--- config.mk ---
export PLATFORM = sky130hd
export DESIGN_NAME = pe_param
export DESIGN_NICKNAME = d
export VERILOG_FILES = /design/src/rtl/pe_param.sv
export SDC_FILE = /design/constraint.sdc
export NUM_CORES = 1
export LEC_CHECK = 0
export ABC_CLOCK_PERIOD_IN_PS = 8700
export CAP_MARGIN = 20
export CORE_ASPECT_RATIO = 0.6
export CORE_MARGIN = 10
export CORE_UTILIZATION = 45
export DETAILED_ROUTE_END_ITERATION = 10
export PLACE_DENSITY = 0.69
export SKIP_LAST_GASP = 1
export SLEW_MARGIN = 30
export SYNTH_ARGS = -nofsm -noshare
export SYNTH_HDL_FRONTEND = slang
export SYNTH_SLANG_ARGS = --single-unit
--- constraint.sdc ---
create_clock -name clk_i -period 8.7 [get_ports clk_i]
set_input_delay 0.87 -clock clk_i [delete_from_list [all_inputs] [get_ports clk_i]]
set_output_delay 0.87 -clock clk_i [all_outputs]
set_load 0.03 [all_outputs]
--- src/rtl/pe_param.sv ---
// Parameterised systolic PE with OS/WS dataflows, double-buffered accumulators and round-half-even drain.
// Define PE_SATURATE_EN to saturate out_c/out_b to OUT_W; otherwise they wrap to the low OUT_W bits.
module pe_param #(
  parameter int unsigned IN_W     = 8,
  parameter int unsigned OUT_W    = 20,
  parameter int unsigned ACC_W    = 32,
  parameter int unsigned SHIFT_W  = 5,
  parameter int unsigned ID_W     = 3,
  parameter int unsigned DATAFLOW = 2
) (
  input  logic               clk_i,
  input  logic               rst_i,
  input  logic [IN_W-1:0]    in_a_i,
  input  logic [OUT_W-1:0]   in_b_i,
  input  logic [OUT_W-1:0]   in_d_i,
  input  logic               in_control_dataflow_i,
  input  logic               in_control_propagate_i,
  input  logic [SHIFT_W-1:0] in_control_shift_i,
  input  logic [ID_W-1:0]    in_id_i,
  input  logic               in_last_i,
  input  logic               in_valid_i,
  output logic [IN_W-1:0]    out_a_o,
  output logic [OUT_W-1:0]   out_b_o,
  output logic [OUT_W-1:0]   out_c_o,
  output logic               out_control_dataflow_o,
  output logic               out_control_propagate_o,
  output logic [SHIFT_W-1:0] out_control_shift_o,
  output logic [ID_W-1:0]    out_id_o,
  output logic               out_last_o,
  output logic               out_valid_o,
  output logic               bad_dataflow_o
);

  localparam logic [ACC_W-1:0] One = ACC_W'(1);
`ifdef PE_SATURATE_EN
  localparam logic signed [ACC_W-1:0] SatMax = {{(ACC_W-OUT_W+1){1'b0}}, {(OUT_W-1){1'b1}}};
  localparam logic signed [ACC_W-1:0] SatMin = {{(ACC_W-OUT_W+1){1'b1}}, {(OUT_W-1){1'b0}}};
`endif

  // Arithmetic right shift with round-half-to-even; large shifts clamp to ACC_W-1.
  function automatic logic signed [ACC_W-1:0] rshift(input logic signed [ACC_W-1:0] x,
                                                     input logic [SHIFT_W-1:0] s);
    int unsigned sc;
    logic        rb, odd, sticky;
    logic signed [ACC_W-1:0] res;
    sc = 32'(s);
    if (sc > ACC_W - 1) sc = ACC_W - 1;
    if (sc == 0) begin
      res = x;
    end else begin
      rb     = |(x & (One << (sc - 1)));
      odd    = |(x & (One << sc));
      sticky = |(x & ((One << (sc - 1)) - One));
      res    = (x >>> sc) + {{(ACC_W-1){1'b0}}, rb & (sticky | odd)};
    end
    return res;
  endfunction

  function automatic logic [OUT_W-1:0] clip(input logic signed [ACC_W-1:0] x);
    logic [OUT_W-1:0] res;
`ifdef PE_SATURATE_EN
    if (x > SatMax)      res = SatMax[OUT_W-1:0];
    else if (x < SatMin) res = SatMin[OUT_W-1:0];
    else                 res = x[OUT_W-1:0];
`else
    res = x[OUT_W-1:0];
`endif
    return res;
  endfunction

  logic signed [ACC_W-1:0] c1_q, c1_d, c2_q, c2_d;
  logic                    last_q, last_d;
  logic [IN_W-1:0]         out_a_q, out_a_d;
  logic [OUT_W-1:0]        out_b_q, out_b_d, out_c_q, out_c_d;
  logic                    out_df_q, out_df_d, out_prop_q, out_prop_d;
  logic [SHIFT_W-1:0]      out_sh_q, out_sh_d;
  logic [ID_W-1:0]         out_id_q, out_id_d;
  logic                    out_last_q, out_last_d;
  logic                    out_valid_q, bad_q;

  logic                    mode_ok, ok, flip;
  logic [SHIFT_W-1:0]      sh;
  logic signed [ACC_W-1:0] a_x, b_x, d_x, w_x, drain, other, acc, ws_sum;

  assign mode_ok = (DATAFLOW == 2) ||
                   ((DATAFLOW == 0) && !in_control_dataflow_i) ||
                   ((DATAFLOW == 1) && in_control_dataflow_i);
  assign ok      = in_valid_i && mode_ok;
  assign flip    = (last_q != in_control_propagate_i);
  assign sh      = flip ? in_control_shift_i : '0;

  assign a_x    = {{(ACC_W-IN_W){in_a_i[IN_W-1]}}, in_a_i};
  assign b_x    = {{(ACC_W-OUT_W){in_b_i[OUT_W-1]}}, in_b_i};
  assign d_x    = {{(ACC_W-OUT_W){in_d_i[OUT_W-1]}}, in_d_i};
  // propagate selects which bank drains; the other accumulates (OS) or supplies the weight (WS)
  assign drain  = in_control_propagate_i ? c1_q : c2_q;
  assign other  = in_control_propagate_i ? c2_q : c1_q;
  assign w_x    = {{(ACC_W-IN_W){other[IN_W-1]}}, other[IN_W-1:0]};
  assign acc    = other + a_x * b_x;
  assign ws_sum = b_x + a_x * w_x;

  always_comb begin
    c1_d       = c1_q;
    c2_d       = c2_q;
    last_d     = last_q;
    out_a_d    = out_a_q;
    out_b_d    = out_b_q;
    out_c_d    = out_c_q;
    out_df_d   = out_df_q;
    out_prop_d = out_prop_q;
    out_sh_d   = out_sh_q;
    out_id_d   = out_id_q;
    out_last_d = out_last_q;
    if (ok) begin
      last_d     = in_control_propagate_i;
      out_a_d    = in_a_i;
      out_df_d   = in_control_dataflow_i;
      out_prop_d = in_control_propagate_i;
      out_sh_d   = in_control_shift_i;
      out_id_d   = in_id_i;
      out_last_d = in_last_i;
      if (!in_control_dataflow_i) begin
        out_c_d = clip(rshift(drain, sh));
        out_b_d = in_b_i;
        if (in_control_propagate_i) begin
          c2_d = acc;
          c1_d = d_x;
        end else begin
          c1_d = acc;
          c2_d = d_x;
        end
      end else begin
        out_c_d = clip(drain);
        out_b_d = clip(ws_sum);
        if (in_control_propagate_i) c1_d = d_x;
        else                        c2_d = d_x;
      end
    end
  end

  always_ff @(posedge clk_i) begin
    if (rst_i) begin
      c1_q        <= '0;
      c2_q        <= '0;
      last_q      <= 1'b0;
      out_a_q     <= '0;
      out_b_q     <= '0;
      out_c_q     <= '0;
      out_df_q    <= 1'b0;
      out_prop_q  <= 1'b0;
      out_sh_q    <= '0;
      out_id_q    <= '0;
      out_last_q  <= 1'b0;
      out_valid_q <= 1'b0;
      bad_q       <= 1'b0;
    end else begin
      c1_q        <= c1_d;
      c2_q        <= c2_d;
      last_q      <= last_d;
      out_a_q     <= out_a_d;
      out_b_q     <= out_b_d;
      out_c_q     <= out_c_d;
      out_df_q    <= out_df_d;
      out_prop_q  <= out_prop_d;
      out_sh_q    <= out_sh_d;
      out_id_q    <= out_id_d;
      out_last_q  <= out_last_d;
      out_valid_q <= ok;
      bad_q       <= in_valid_i && !mode_ok;
    end
  end

  assign out_a_o                 = out_a_q;
  assign out_b_o                 = out_b_q;
  assign out_c_o                 = out_c_q;
  assign out_control_dataflow_o  = out_df_q;
  assign out_control_propagate_o = out_prop_q;
  assign out_control_shift_o     = out_sh_q;
  assign out_id_o                = out_id_q;
  assign out_last_o              = out_last_q;
  assign out_valid_o             = out_valid_q;
  assign bad_dataflow_o          = bad_q;

endmodule

# Word level (Yosys, flattened, before mapping)
# Cells that the tools add are included.
[totals] reg_bits=124 inputBits=62 elab_cells=47
[op_classes] add_sub_neg=5 bitwise=5 eq_ne=3 reduce_logical=6 shifts=3 n_mul=2 mux=12
[ops] op="32-bit two-way mux" n=8
[ops] op="32-bit bitwise AND" n=3
[ops] op="32-bit OR reduction" n=3
[ops] op="20-bit two-way mux" n=3
[ops] op="32-bit by 28-bit adder with 32-bit output" n=1
[ops] op="1-bit by 32-bit left shift with 32-bit output, first input constant" n=1
[ops] op="1-bit by 5-bit left shift with 32-bit output, first input constant" n=1
[ops] op="32-bit by 5-bit >>> shifter with 20-bit output" n=1
[ops] op="32-bit by 1-bit subtractor with 32-bit output, second input constant" n=1
[ops] op="8-bit by 20-bit multiplier with 28-bit output" n=1
[ops] op="20-bit by 1-bit adder with 20-bit output" n=1
[ops] op="20-bit by 16-bit adder with 20-bit output" n=1
[ops] op="8-bit by 8-bit multiplier with 16-bit output" n=1
[ops] op="5-bit by 1-bit subtractor with 6-bit output, second input constant" n=1
[ops] op="5-bit zero test" n=1
[ops] op="5-bit two-way mux" n=1
[ops] op="2-bit AND reduction" n=2
[ops] op="2-bit by 1-bit inequality test with 1-bit output, second input constant" n=1
[ops] op="2-bit inequality test, second input constant" n=1
[ops] op="1-bit bitwise AND" n=1
[ops] op="1-bit inequality test" n=1
[ops] op="1-bit OR" n=1

# Longest topological paths before layout
[logic_depth] depth_word=12 ltp_mapped=30

# Worst setup path before layout
# OpenSTA, ideal clock, no wires.
[synth_timing] path_kind="input -> register" from="in in_control_propagate_i" to="reg out_b_q[18] (netlist: out_b_o[18])" stages=28 path_buffers=7 arrival_ns=7.686 setup_time_ns=0.086 path_slack_ns=0.928 required_ns=8.614 cell_sequence="buf_4 > buf_6 > buf_4 > buf_4 > buf_2 > buf_1 > clkbuf_1 > mux2_2 > nand2_1 > inv_1 > fa_1 > fa_1 > fa_1 > fa_1 > inv_1 > fa_1 > inv_1 > ha_1 > a21oi_1 > nor2_1 > o21ai_0 > a211o_1 > nand4_1 > o211ai_1 > o21ai_0 > xor2_1 > mux2i_1 > a211oi_1"
[synth_via] elab_chain_cells=4
[synth_rtl] item="start: declaration" line="17" text="input logic in_control_propagate_i,"
[synth_rtl] item="32-bit two-way mux" line="97" text="assign other = in_control_propagate_i ? c2_q : c1_q;"
[synth_rtl] item="8-bit by 8-bit multiplier with 16-bit output" line="100" text="assign ws_sum = b_x + a_x * w_x;"
[synth_rtl] item="20-bit by 16-bit adder with 20-bit output" line="100"
[synth_rtl] item="20-bit two-way mux" line="122" text="if (!in_control_dataflow_i) begin"
[synth_rtl] item="end signal: assignment" line="161" text="out_b_q <= out_b_d;"
[synth_rtl] item="end: declaration" line="74" text="logic [OUT_W-1:0] out_b_q, out_b_d, out_c_q, out_c_d;"
# Every way passes these cells.
# A chain may end at the register's enable or synchronous reset.

# Worst setup path in the final report
[layout_timing] from="in in_a_i[1]" to="reg c2_q[30]"
[layout_via] elab_chain_cells=4
[layout_rtl] item="start: declaration" line="13" text="input logic [IN_W-1:0] in_a_i,"
[layout_rtl] item="8-bit by 20-bit multiplier with 28-bit output" line="99" text="assign acc = other + a_x * b_x;"
[layout_rtl] item="32-bit by 28-bit adder with 32-bit output" line="99"
[layout_rtl] item="32-bit two-way mux" line="125" text="if (in_control_propagate_i) begin"
[layout_rtl] item="32-bit two-way mux" line="122"
[layout_rtl] item="end signal: assignment" line="144" text="c2_q <= '0;"
[layout_rtl] item="end signal: assignment" line="158" text="c2_q <= c2_d;"
[layout_rtl] item="end: declaration" line="71" text="logic signed [ACC_W-1:0] c1_q, c1_d, c2_q, c2_d;"
# Every way passes these cells.

==> impl_metrics.csv <==
group,metric,value,unit
sta,period_needed,7.384,ns
power_and_ir_drop,ir_drop,0.3424,mV
cts,clkSinkCount,124,
synth,synth_cell_type_count,95,
sta,skew,0.01916,ns
floorplan,fp.dieW,299.8,µm
worst_setup_path,required,9.08,ns
worst_setup_path,cp-end-kind,"flop",
synth,synth_top_area_share,24.63,%
min_path,hold_class,"flop to flop",
routing,initialDrtViolationCount,2768,
worst_setup_path,slowest_delay,1.11,ns
sta,maxSlewViolCount,0,
flow_run,max_cap_viol_count,0,
synth,netlist_area,21140,µm²
synth,yosys_warnings,0,
floorplan,core_area,46330,µm²
synth,yosysTopAreaCell,"fa_1",
power_and_ir_drop,p_leak,10.43,nW
sta,fin_setup_tns,0,ns
global_routing,grt_use_total,29.76,%
finish,final_common_cell,"nand2_1",
cts,cts_tree,"yes",
sta,final-hold-violation-count,0,
finish,fin_nets,3105,
cts,clockRootBuffer,"clkbuf_16",
worst_setup_path,cp.arrival,7.76,ns
cts,path_clk_slew,0.08,ns
sta,setup_viol,0,
finish,final-instance-count-excl-fill,3305,
synth,synth-main-ff-cell,"dfxtp_1",
worst_setup_path,r2r_cells,22,
synth,synthTopCellsByArea,"fa_1 (25%), dfxtp_1 (12%), ha_1 (7.2%), nand2_1 (5.5%), inv_1 (5.5%)",
worst_setup_path,slowest_stage,"clkdlybuf4s50_1",
worst_setup_path,cp_cell_sequence,"clkdlybuf4s50_1 -> nand2_1 -> fa_1 -> inv_1 -> fa_1 -> inv_1 -> fa_1 -> inv_1 -> fa_1 -> ha_1 -> ha_1 -> a21o_1 -> a21oi_1 -> o211ai_1 -> a21oi_1 -> nand3b_1 -> o21ai_0 -> o21ai_0 -> a31oi_1 -> xnor2_1 -> o22ai_1 -> nor2_1",
finish,antenna_cells,0,
finish,layout_common_cells,"nand2_1 (310), inv_1 (309), fa_1 (260), nor2_1 (201), dfxtp_1 (124)",
routing,antenna_left,0,
power_and_ir_drop,power_density,298.4,nW/µm²
floorplan,rows,61,
sta,maxSlewHeadroom,30.66,%
synth,synthCells,2618,
synth,async_flop_share,0,%
synth,ys_seq_area_share,11.74,%
placed_design,place_ws,1.063,ns
synth,synth_nets,3061,
routing,drt_wl_total,84750,µm
routing,drc,0,
placed_design,gp_congestion,1.020,
cts,postCtsSetupRepairBufs,0,
cts,cts_buffers,17,
sta,rsz0062_at_grt,"false",
floorplan,die_h,187.9,µm
global_routing,grt_start_max_net_pins,67,
finish,layout-drive-gt1-share,7.850,%
global_routing,grt_pass1_wl,128400,µm
global_routing,grt_antenna_before_repair,4,
placed_design,dpl.hpwl,67880,µm
worst_setup_path,critPathLaunchType,"input pin",
min_path,holdPathStages,2,
synth,synth_edf_count,0,
routing,vias,20430,
cts,cts_hold_buf,0,
synth,postSynthAreaPerCell,8.074,µm²
worst_setup_path,crit_top_cell,"fa_1",
cts,postCtsResizedCells,0,
sta,worst_slack,1.316,ns
synth,synth_seq_cells,124,
sta,fmax,0.1354,GHz
worst_setup_path,cp_max_fo,18,
floorplan,start_util,45.62,%
worst_setup_path,crit_type,"input pin to flop",
floorplan,dieArea,56320,µm²
routing,wl_per_cell,25.64,µm
cts,cts_buffer_depth,2,
sta,tightestPinTransition,1.011,ns
sta,finalCritPeriodShare,84.88,%
cts,clock_latency,0.45,ns
global_routing,grt.overflow.total,0,
routing,avgViaCountPerCell,6.183,
placed_design,dp.cells,3273,
finish,area_growth,11.76,%
sta,whs,0.4821,ns
global_routing,first_global_vias,19600,
cts,cts_max_level,4,
floorplan,ioPinCount,123,
routing,drtPass1Iterations,8,
placed_design,port-buffer-count,121,
run_status,status,"complete, no violations",
==> cell usage after synthesis (25+ instances only) <==
library cell,instances
a21oi_1,125
a311oi_1,38
a31oi_1,26
and2_1,77
buf_2,32
clkbuf_1,108
dfxtp_1,124
fa_1,260
ha_1,121
inv_1,309
mux2i_1,96
nand2_1,311
nand3_1,52
nor2_1,203
nor2b_1,26
nor3_1,79
o21ai_0,121
o22ai_1,26
xnor2_1,57
xor2_1,25
==> sequential cells by signal (all words and copies together), names as in the netlist <==
signal and cells:
c1_q 32, c2_q 32, out_b_o 20, out_c_o 20, out_a_o 8, out_control_shift_o 5, out_id_o 3, out_control_dataflow_o 1
out_control_propagate_o 1, out_last_o 1, out_valid_o 1
==> through the flow <==
stage | cell area (µm²) | utilization (%) | total power, mW
detailed placement | 22970 | 49.59 | 6.117
CTS | 23590 | 50.91 | 6.960
floorplan | 21140 | - | 4.690
finish | 23620 | 50.99 | 7.050
global route | 23620 | 50.99 | 7.739
global placement | 22950 | 49.54 | 5.972
==> power by group <==
group / internal (mW) / switching [mW] / total (mW)
Sequential: 0.655 / 0.0960 / 0.751
Combinational: 2.19 / 3.31 / 5.50
Clock: 0.440 / 0.358 / 0.798
==> layer usage <==
| metal | wire (µm) | global-route usage, % |
|---|---|---|
| met5 | 13 | 0 |
| met4 | 1164 | 4.047 |
| met3 | 12430 | 11.07 |
| met2 | 31380 | 38.15 |
| met1 | 39760 | 46.35 |
==> final cells by class <==
class | instances | area, µm²
Multi-Input combinational cell | 2014 | 16830
Timing Repair Buffer | 194 | 1740
Clock inverter | 15 | 187.7
Inverter | 311 | 1167
Fill cell | 4410 | 22710
Tap cell | 630 | 788.3
Clock buffer | 17 | 425.4
Sequential cell | 124 | 2482
==> worst paths after layout <==
check,from,slack [ns],to
worst min register to register,out_b_o[15],0.48,out_b_o[15]
worst min-delay path,out_b_o[15],0.48,out_b_o[15]
worst max-delay path,in_a_i[1],1.32,c2_q[30]
worst max register to register,out_control_propagate_o,2.20,out_c_o[17]
==> critical path: cells and delay by family <==
kind,cells,cell delay [ns]
fa+ha+maj,6,2.83
simple gates,3,0.93
xor+xnor,1,0.17
compound gates,8,1.69
buf+inv,4,1.27
==> cell families after synthesis <==
logic type / Yosys count / synth area share (%)
compound gates: 535 / 16.76
xor+xnor: 83 / 3.475
fa+ha+maj: 381 / 31.79
buf+inv: 480 / 9.140
flops: 124 / 11.74
mux: 132 / 7.263
other cells: 1 / 0.01774
simple gates: 882 / 19.81
No activity file was read; power rests on OpenSTA's default activity.
